`config.mk`:
```
export PLATFORM = sky130hd
export DESIGN_NAME = bht_access_ctrl
export DESIGN_NICKNAME = d
export VERILOG_FILES = /design/src/rtl/bht_access_ctrl.sv
export SDC_FILE = /design/constraint.sdc
export NUM_CORES = 1
export LEC_CHECK = 0
export BUFFER_PORTS_ARGS = -buffer_cell sky130_fd_sc_hd__buf_2
export CAP_MARGIN = 15
export CORE_UTILIZATION = 35
export DETAILED_ROUTE_END_ITERATION = 16
export PLACE_DENSITY = 0.54
export REMOVE_ABC_BUFFERS = 1
export SLEW_MARGIN = 15
export SYNTH_ARGS = -nofsm -noshare
export SYNTH_HDL_FRONTEND = slang
export SYNTH_SLANG_ARGS = --single-unit
```
`constraint.sdc`:
```
create_clock -name clk -period 5.9 [get_ports clk]
set_input_delay 0.885 -clock clk [delete_from_list [all_inputs] [get_ports clk]]
set_output_delay 0.885 -clock clk [all_outputs]
set_load 0.1 [all_outputs]
```
`src/rtl/bht_access_ctrl.sv`:
```
// Branch history table access controller.
// Sequences all accesses to a single-port BHT (1-cycle read latency):
// clears the table after reset, then arbitrates fetch-stage lookups
// against queued branch-resolution updates (read-modify-write).
// Lookups win unless the update queue is full or its head has waited
// STARVE_LIM granted-lookup cycles.
module bht_access_ctrl #(
    parameter int M          = 64,
    parameter int N          = 2,
    parameter int PC_W       = 9,
    parameter int UQ_DEPTH   = 4,
    parameter int STARVE_LIM = 8,
    localparam int ADDR_BITS = $clog2(M),
    localparam int CNT_W     = $clog2(UQ_DEPTH) + 1
) (
    input  logic                 clk,
    input  logic                 reset,
    input  logic                 lk_valid,
    input  logic [PC_W-1:0]      lk_pc,
    output logic                 lk_ready,
    output logic                 pred_valid,
    output logic                 pred_taken,
    input  logic                 up_valid,
    input  logic [PC_W-1:0]      up_pc,
    input  logic                 up_taken,
    output logic                 up_ready,
    output logic [CNT_W-1:0]     uq_count,
    output logic                 init_done,
    output logic                 tbl_en,
    output logic                 tbl_we,
    output logic [ADDR_BITS-1:0] tbl_addr,
    output logic [N-1:0]         tbl_wdata,
    input  logic [N-1:0]         tbl_rdata
);

    localparam int PTR_W = (UQ_DEPTH > 1) ? $clog2(UQ_DEPTH) : 1;
    localparam int SC_W  = $clog2(STARVE_LIM + 1);

    localparam logic [1:0] ST_INIT   = 2'd0;
    localparam logic [1:0] ST_IDLE   = 2'd1;
    localparam logic [1:0] ST_UPD_WR = 2'd2;

    // Weak not-taken for 2-bit counters, not-taken for 1-bit.
    localparam logic [N-1:0] INIT_VAL = (N == 2) ? N'(1) : N'(0);

    // Counter update: saturating +/-1 for multi-bit, direct outcome for 1-bit.
    function automatic logic [N-1:0] next_ctr(input logic [N-1:0] cur, input logic taken);
        logic [N-1:0] res;
        if (N == 1) begin
            res = N'(taken);
        end else if (taken && (cur != {N{1'b1}})) begin
            res = cur + N'(1);
        end else if (!taken && (cur != {N{1'b0}})) begin
            res = cur - N'(1);
        end else begin
            res = cur;
        end
        return res;
    endfunction

    logic [1:0]           state_r;
    logic [ADDR_BITS-1:0] init_idx_r;
    logic                 init_done_r;
    logic                 pred_valid_r;
    logic [SC_W-1:0]      starve_cnt_r;
    logic [CNT_W-1:0]     count_r;
    logic [PTR_W-1:0]     wptr_r;
    logic [PTR_W-1:0]     rptr_r;
    logic [ADDR_BITS-1:0] uq_idx_r [UQ_DEPTH];
    logic                 uq_tk_r  [UQ_DEPTH];

    logic                 empty_s;
    logic                 full_s;
    logic                 upd_pri_s;
    logic                 lk_ready_s;
    logic                 lk_grant_s;
    logic                 upd_issue_s;
    logic                 up_ready_s;
    logic                 push_s;
    logic                 pop_s;
    logic [ADDR_BITS-1:0] head_idx_s;
    logic                 head_tk_s;
    logic                 unused_s;

    // Upper PC bits do not take part in indexing.
    assign unused_s = ^{lk_pc[PC_W-1:ADDR_BITS], up_pc[PC_W-1:ADDR_BITS]};

    // Arbitration and queue handshake decode.
    always_comb begin
        empty_s     = (count_r == CNT_W'(0));
        full_s      = (count_r == CNT_W'(UQ_DEPTH));
        upd_pri_s   = full_s || (starve_cnt_r >= SC_W'(STARVE_LIM));
        lk_ready_s  = reset && (state_r == ST_IDLE) && !(upd_pri_s && !empty_s);
        lk_grant_s  = lk_valid && lk_ready_s;
        upd_issue_s = reset && (state_r == ST_IDLE) && !empty_s && !lk_grant_s;
        up_ready_s  = reset && (state_r != ST_INIT) && !full_s;
        push_s      = up_valid && up_ready_s;
        pop_s       = reset && (state_r == ST_UPD_WR);
        head_idx_s  = uq_idx_r[rptr_r];
        head_tk_s   = uq_tk_r[rptr_r];
    end

    // Table port drive; nothing reaches the table while reset is held.
    always_comb begin
        tbl_en    = 1'b0;
        tbl_we    = 1'b0;
        tbl_addr  = {ADDR_BITS{1'b0}};
        tbl_wdata = {N{1'b0}};
        if (!reset) begin
            tbl_en = 1'b0;
        end else begin
            case (state_r)
                ST_INIT: begin
                    tbl_en    = 1'b1;
                    tbl_we    = 1'b1;
                    tbl_addr  = init_idx_r;
                    tbl_wdata = INIT_VAL;
                end
                ST_IDLE: begin
                    if (lk_grant_s) begin
                        tbl_en   = 1'b1;
                        tbl_addr = lk_pc[ADDR_BITS-1:0];
                    end else if (upd_issue_s) begin
                        tbl_en   = 1'b1;
                        tbl_addr = head_idx_s;
                    end else begin
                        tbl_en = 1'b0;
                    end
                end
                ST_UPD_WR: begin
                    tbl_en    = 1'b1;
                    tbl_we    = 1'b1;
                    tbl_addr  = head_idx_s;
                    tbl_wdata = next_ctr(tbl_rdata, head_tk_s);
                end
                default: begin
                    tbl_en = 1'b0;
                end
            endcase
        end
    end

    // Controller state, sweep index and init completion flag.
    always_ff @(posedge clk) begin
        if (!reset) begin
            state_r     <= ST_INIT;
            init_idx_r  <= {ADDR_BITS{1'b0}};
            init_done_r <= 1'b0;
        end else begin
            case (state_r)
                ST_INIT: begin
                    init_idx_r <= init_idx_r + ADDR_BITS'(1);
                    if (init_idx_r == ADDR_BITS'(M - 1)) begin
                        state_r     <= ST_IDLE;
                        init_done_r <= 1'b1;
                    end
                end
                ST_IDLE: begin
                    if (upd_issue_s) begin
                        state_r <= ST_UPD_WR;
                    end
                end
                ST_UPD_WR: begin
                    state_r <= ST_IDLE;
                end
                default: begin
                    state_r <= ST_INIT;
                end
            endcase
        end
    end

    // Prediction is valid the cycle after a lookup grant.
    always_ff @(posedge clk) begin
        if (!reset) begin
            pred_valid_r <= 1'b0;
        end else begin
            pred_valid_r <= lk_grant_s;
        end
    end

    // Starvation counter: counts lookups granted ahead of a waiting update.
    always_ff @(posedge clk) begin
        if (!reset) begin
            starve_cnt_r <= {SC_W{1'b0}};
        end else if (state_r == ST_IDLE) begin
            if (empty_s || upd_issue_s) begin
                starve_cnt_r <= {SC_W{1'b0}};
            end else if (lk_grant_s && (starve_cnt_r < SC_W'(STARVE_LIM))) begin
                starve_cnt_r <= starve_cnt_r + SC_W'(1);
            end else begin
                starve_cnt_r <= starve_cnt_r;
            end
        end else if (state_r == ST_UPD_WR) begin
            starve_cnt_r <= {SC_W{1'b0}};
        end else begin
            starve_cnt_r <= starve_cnt_r;
        end
    end

    // Update queue pointers and occupancy.
    always_ff @(posedge clk) begin
        if (!reset) begin
            wptr_r  <= {PTR_W{1'b0}};
            rptr_r  <= {PTR_W{1'b0}};
            count_r <= {CNT_W{1'b0}};
        end else begin
            if (push_s) begin
                wptr_r <= wptr_r + PTR_W'(1);
            end
            if (pop_s) begin
                rptr_r <= rptr_r + PTR_W'(1);
            end
            case ({push_s, pop_s})
                2'b10:   count_r <= count_r + CNT_W'(1);
                2'b01:   count_r <= count_r - CNT_W'(1);
                default: count_r <= count_r;
            endcase
        end
    end

    // Update queue storage.
    always_ff @(posedge clk) begin
        if (!reset) begin
            for (int i = 0; i < UQ_DEPTH; i++) begin
                uq_idx_r[i] <= {ADDR_BITS{1'b0}};
                uq_tk_r[i]  <= 1'b0;
            end
        end else if (push_s) begin
            uq_idx_r[wptr_r] <= up_pc[ADDR_BITS-1:0];
            uq_tk_r[wptr_r]  <= up_taken;
        end
    end

    assign lk_ready   = lk_ready_s;
    assign up_ready   = up_ready_s;
    assign uq_count   = count_r;
    assign init_done  = init_done_r;
    assign pred_valid = pred_valid_r;
    assign pred_taken = pred_valid_r & tbl_rdata[N-1];

endmodule
```
; ---- Word level (Yosys, flattened, before mapping)
; Memory sizes are Yosys's and may differ from the RTL's. A register that Yosys moved wholly into a read port is not among the register bits.
; Cells that the tools add are included.
[op_classes]
n_addsub = 8
mul = 0
n_div = 0
order_cmp = 2
eq_ne = 10
shift = 0
muxes = 36
n_bitwise = 1
reduce_logical = 32
[op_table]
columns = operator, n
row1 = 6-bit 2-to-1 mux, 4
row2 = 2-bit 2-to-1 mux, 11
row3 = 6-bit one-hot mux with 3 select lines, 1
row4 = 4-bit 2-to-1 mux, 4
row5 = 1-bit logical AND, 13
row6 = 1-bit 2-to-1 mux, 12
row7 = 2-bit nonzero test, 4
row8 = 2-bit by 1-bit adder with 2-bit output (second input constant), 3
row9 = 6-bit by 1-bit adder with 6-bit output (second input constant), 1
row10 = 6-bit equality test (second input constant), 1
row11 = 2-bit != test (second input constant), 3
row12 = 2-bit one-hot mux with 3 select lines, 1
row13 = 3-bit one-hot mux with 2 select lines, 1
row14 = 2-bit AND reduction, 3
row15 = 6-bit OR reduction, 1
row16 = 1-bit zero test, 5
row17 = 4-bit by 1-bit adder with 4-bit output (second input constant), 1
row18 = 2-bit by 1-bit equality test with 1-bit output (second input constant), 2
row19 = 2-bit equality test (second input constant), 2
row20 = 4-bit >= comparator (second input constant), 1
row21 = 4-bit less-than comparator (second input constant), 1
row22 = 2-bit one-hot mux with 2 select lines, 1
row23 = 3-bit by 1-bit adder with 3-bit output (second input constant), 1
row24 = 3-bit equality test (second input constant), 1
row25 = other kinds (10), 11
[totals]
ff_bits = 21
latchBits = 0
mem_bits_rw = 28
romBits = 0
inputBits = 25
word_cells = 99
n_memories = 2
[mem_list]
columns = name, words, word_bits, rd, rd_clocked_by_memory_dff, wr, line
row1 = uq_idx_r, 4, 6, 1, 1, 4, 69  ; logic [ADDR_BITS-1:0] uq_idx_r [UQ_DEPTH];
row2 = uq_tk_r, 4, 1, 1, 1, 4, 70  ; logic uq_tk_r [UQ_DEPTH];

; ---- Longest topological paths before layout
[depth]
ltp_word = 12
ltp_mapped = 12

; ---- Least setup slack after synthesis
; No wires, ideal clock.
[synth_timing]
kind = reg-to-output
from = register count_r[0] (netlist: uq_count[0])
to = output port tbl_en
t_arrival_ns = 4.584
required_time_ns = 5.015
path_slack_ns = 0.431
path_stages_with_launch = 6
path_buffers = 1
path_cell_list = dfxtp_1 -> clkbuf_2 -> nor3b_4 -> nor3_1 -> and2_1 -> o21a_1
[synth_between]
elab_chain_len = 12
elab_cells_between_ends = 15
classes_between = eq/ne: 1 / mux: 4 / reduce/logical: 10
[synth_lines]
columns = element, line
row1 = "start, declared", 66  ; logic [CNT_W-1:0] count_r;
row2 = "start signal, assigned", 206  ; count_r <= {CNT_W{1'b0}};
row3 = "start signal, assigned", 215  ; 2'b10: count_r <= count_r + CNT_W'(1);
row4 = "start signal, assigned", 216  ; 2'b01: count_r <= count_r - CNT_W'(1);
row5 = 3-bit equality test / 3-bit zero test (equally long branches), "91, 90"
row6 = 1-bit logical OR / 1-bit zero test (equally long branches), "92, 93"
row7 = 1-bit logical AND *, 93  ; lk_ready_s = reset && (state_r == ST_IDLE) && !(upd_pri_s && !empty_s);
row8 = 1-bit zero test *, 93
row9 = 1-bit logical AND *, 93
row10 = via lk_ready, 20  ; output logic lk_ready,
row11 = 1-bit logical AND *, 94  ; lk_grant_s = lk_valid && lk_ready_s;
row12 = 1-bit zero test, 95  ; upd_issue_s = reset && (state_r == ST_IDLE) && !empty_s && !lk_grant_s;
row13 = 1-bit logical AND, 95
row14 = 1-bit 2-to-1 mux, 123  ; end else if (upd_issue_s) begin
row15 = 1-bit 2-to-1 mux *, 120  ; if (lk_grant_s) begin
row16 = 1-bit one-hot mux with 2 select lines *, 112  ; case (state_r)
row17 = 1-bit 2-to-1 mux *, 109  ; if (!reset) begin
row18 = "end, declared", 29  ; output logic tbl_en,
; Mark *: on every way through the listed nets, which the timed path passes. The rest lies on a longest branch.

; ---- Final worst setup path
[layout_timing]
from = input port reset
to = output port tbl_addr[5]
[layout_between]
elab_chain_len = 9
elab_cells_between_ends = 10
classes_between = mux: 4 / reduce/logical: 6
[layout_lines]
columns = element, line
row1 = "start, declared", 17  ; input logic reset,
row2 = 1-bit logical AND, "93, 95"
row3 = 1-bit logical AND, 93
row4 = 1-bit logical AND, 94
row5 = 1-bit zero test, 95
row6 = 1-bit logical AND, 95
row7 = 6-bit 2-to-1 mux, 123
row8 = 6-bit 2-to-1 mux, 120
row9 = 6-bit one-hot mux with 3 select lines, 112
row10 = 6-bit 2-to-1 mux *, 109
row11 = "end, declared", 31  ; output logic [ADDR_BITS-1:0] tbl_addr,
; Every way passes the cells marked *; elsewhere a longest branch is shown, timed or not.

==> qor.yml <==
routing:
  vias: 1812
  drt_wl_total_mm: 5.35
  routedWlPerCell_um: 14.0
  drt_iter0_drc: 59
  drc_errors: 0
  via_per_inst: 4.73
  ant_nets: 0
  drt_pre_antenna_iters: 4
worst_hold_path:
  min_path_cells: 2
  hold_path_class: "flip-flop to flip-flop"
floorplanning:
  coreArea_um2: 7370
  start_util_pct: 36.8
  die-area_um2: 8110
  fp.dieW_um: 90.1
  io_pins: 43
  rows: 31
  die_y_um: 90.1
critical_path:
  cp-end-kind: "output pin"
  crit_chain: "buf_2 -> nand2_1 -> nor4_2 -> a22oi_1 -> nand2_1 -> buf_2"
  worstSetupStartpointType: "primary input"
  critPathRequiredTime_ps: 5020
  crit_fanout: 39
  critPathMaxStageDelay_ps: 570
  worst_ep_arrival_time_ps: 2820
  critical_path_class: "primary input to output pin"
  cp_slowest_cell: "nor4_2"
  r2r_cells: 6
grt:
  grt_pass1_vias: 1715
  grt_pass1_wl_mm: 8.76
  grt.total_usage_pct: 13.8
  grt_overflow_total: 0
  grt_max_degree: 40
  grt_use_met2_pct: 21.8
  met1_usage_pct: 18.9
  antenna_found_initial: 0
  use_met3_pct: 3.05
  busiest_layer: "met2"
logic_synthesis:
  synthFlopType: "dfxtp_1"
  ys_seq_area_share_pct: 46.8
  synthCells: 251
  syn-cell-area_um2: 2710
  synth-edff-count: 25
  ys_warn_count: 0
  ys_seq_elements: 51
  syn_avg_cell_area_um2: 10.8
  yosysUniqueCellTypes: 50
  async_flop_share_pct: 0
power_and_ir_drop:
  clockPowerShare_pct: 37.1
  switchingPower_uw: 163
  leakage_uw: 0.00125
  pwr-share-comb_pct: 7.1
  p_per_area_nw_per_um2: 221
  peakVddDrop_uv: 117
  p_int_uw: 520
  p_seq_share_pct: 55.8
  sw_frac_of_total_pct: 23.8
outcome:
  status: "completed"
sta:
  rsz0062_at_grt: "no"
  min_period_over_period_pct: 62.9
  finalSetupViolations: 0
  hold_viol: 0
  final_max_slew_viol_count: 0
  fin_setup_tns_ps: 0
  maxSlewHeadroom_pct: 33.5
  tightest_slew_ps: 987
  fin_crit_ps: 3710
  max_freq_mhz: 270
  skew_ps: 11.3
placement:
  routabilityCongestion: 0.741
  dp.cells: 375
  dp_hpwl_mm: 3.79
  io_buffers: 36
layout:
  fin_cells: 383
  syn_to_final_growth_pct: 13.8
  antenna_cells: 0
  fin_nets: 320
  layout_commonest_cell: "and2_1"
  layout-drive-gt1-share_pct: 18.7
  final_cell_mix: "38 x and2_1, 36 x buf_2, 28 x nand2_1"
clock_tree:
  root_buffer: "clkbuf_8"
  cts_resized: 0
  hold_buffers: 0
  post_cts_buffers: 0
  cts_tree: "built"
  cts_max_level: 2
  numCtsBuffers: 5
  insertion_delay_ps: 310
  path_clk_slew_ps: 100
  cts.sinks: 51
  clockBufferDepth: 2
flow_run:
  drv.max_cap_violation_count: 0
[worst max-delay path: cells and delay by family]
family | cells | cell delay [ps]
buf+inv | 2 | 900
simple gates | 3 | 840
compound gates | 1 | 170
[cell type report]
class                   count  area, µm²
clock inverters             3       46.3
repair buffers             38        195
clock buffers               5       68.8
well taps                  99        124
flip-flops and latches     51       1270
multi-input cells         173       1330
inverters                  14       52.6
fillers                   720       4280
[power by group through the flow]
stage | Clock, µW | Combinational (µW) | Sequential [µW]
floorplan | 0 | 31.3 | 388
global placement | 0 | 48.3 | 389
detailed placement | 0 | 48.8 | 389
CTS | 258 | 49.0 | 381
global route | 273 | 52.5 | 382
finish | 253 | 48.4 | 381
[synthesized netlist by cell type, types with 2 or more instances]
cell	instances	area, µm²
a22oi_1	5	37.5
o21a_1	3	22.5
a21oi_1	3	15.0
nand4_1	3	18.8
buf_1	2	7.51
inv_1	14	52.6
nand2_1	28	105
o211ai_1	6	45.0
mux4_1	6	158
nand2b_1	4	25.0
buf_2	2	10.0
or3_1	2	12.5
nor2_1	4	15.0
xor2_1	4	35.0
edfxtp_1	25	751
mux2i_1	5	50.1
ha_1	11	138
o21ai_0	10	50.1
nor4_1	2	12.5
nand3b_1	2	15.0
clkbuf_1	7	26.3
dfxtp_1	26	521
nor2b_1	4	25.0
and2_1	38	238
xnor2_1	6	52.6
a21boi_0	4	30.0
o31ai_1	2	15.0
[state kept, by name, summed over array words and instances, names as in the netlist, named ones only]
register	cells
state_r	2
uq_count	3
wptr_r	2
init_done	1
pred_valid	1
uq_tk_r	4
uq_idx_r	24
starve_cnt_r	4
init_idx_r	6
rptr_r	2
[kinds of logic after synthesis]
group | synth area share, %
xor gates and xnor gates | 3.23
AOI/OAI and AO/OA | 10.7
buffers and inverters | 4.15
muxes | 8.48
adders and majority gates | 5.81
and+or+nand+nor | 20.8
DFF | 46.8
[metal layers]
metal / wire length (µm) / share of wire (%) / vias to the layer above
li1: - / - / 951
met4: 63 / 1.2 / 0
met3: 209 / 3.9 / 8
met2: 2330 / 43 / 35
met5: 0 / 0 / -
met1: 2750 / 51 / 818
[stage by stage]
stage | worst slack, ps | total power [µW] | util, % | instance area [µm²] | hold WS (ps)
floorplan | 543 | 419 | - | 2650 | 440
detailed placement | 2060 | 438 | 40.3 | 2970 | 464
finish | 2190 | 682 | 41.9 | 3090 | 476
global route | 2020 | 707 | 41.9 | 3090 | 509
CTS | 2160 | 688 | 41.9 | 3090 | 478
global placement | 2160 | 437 | 40.3 | 2970 | 455
[final timing paths]
| path | slack [ps] | start | endpoint |
|---|---|---|---|
| setup / recovery | 2190 | reset | tbl_addr[5] |
| hold / removal | 480 | uq_tk_r[2]$_DFF_P_ | uq_tk_r[2]$_DFF_P_ |
| setup reg to reg | 2750 | state_r[0]$_SDFFE_PN0P_ | uq_idx_r[1][2]$_SDFFCE_PN0P_ |
| hold reg to reg | 480 | uq_tk_r[2]$_DFF_P_ | uq_tk_r[2]$_DFF_P_ |
(Power assumes the default switching activity.)
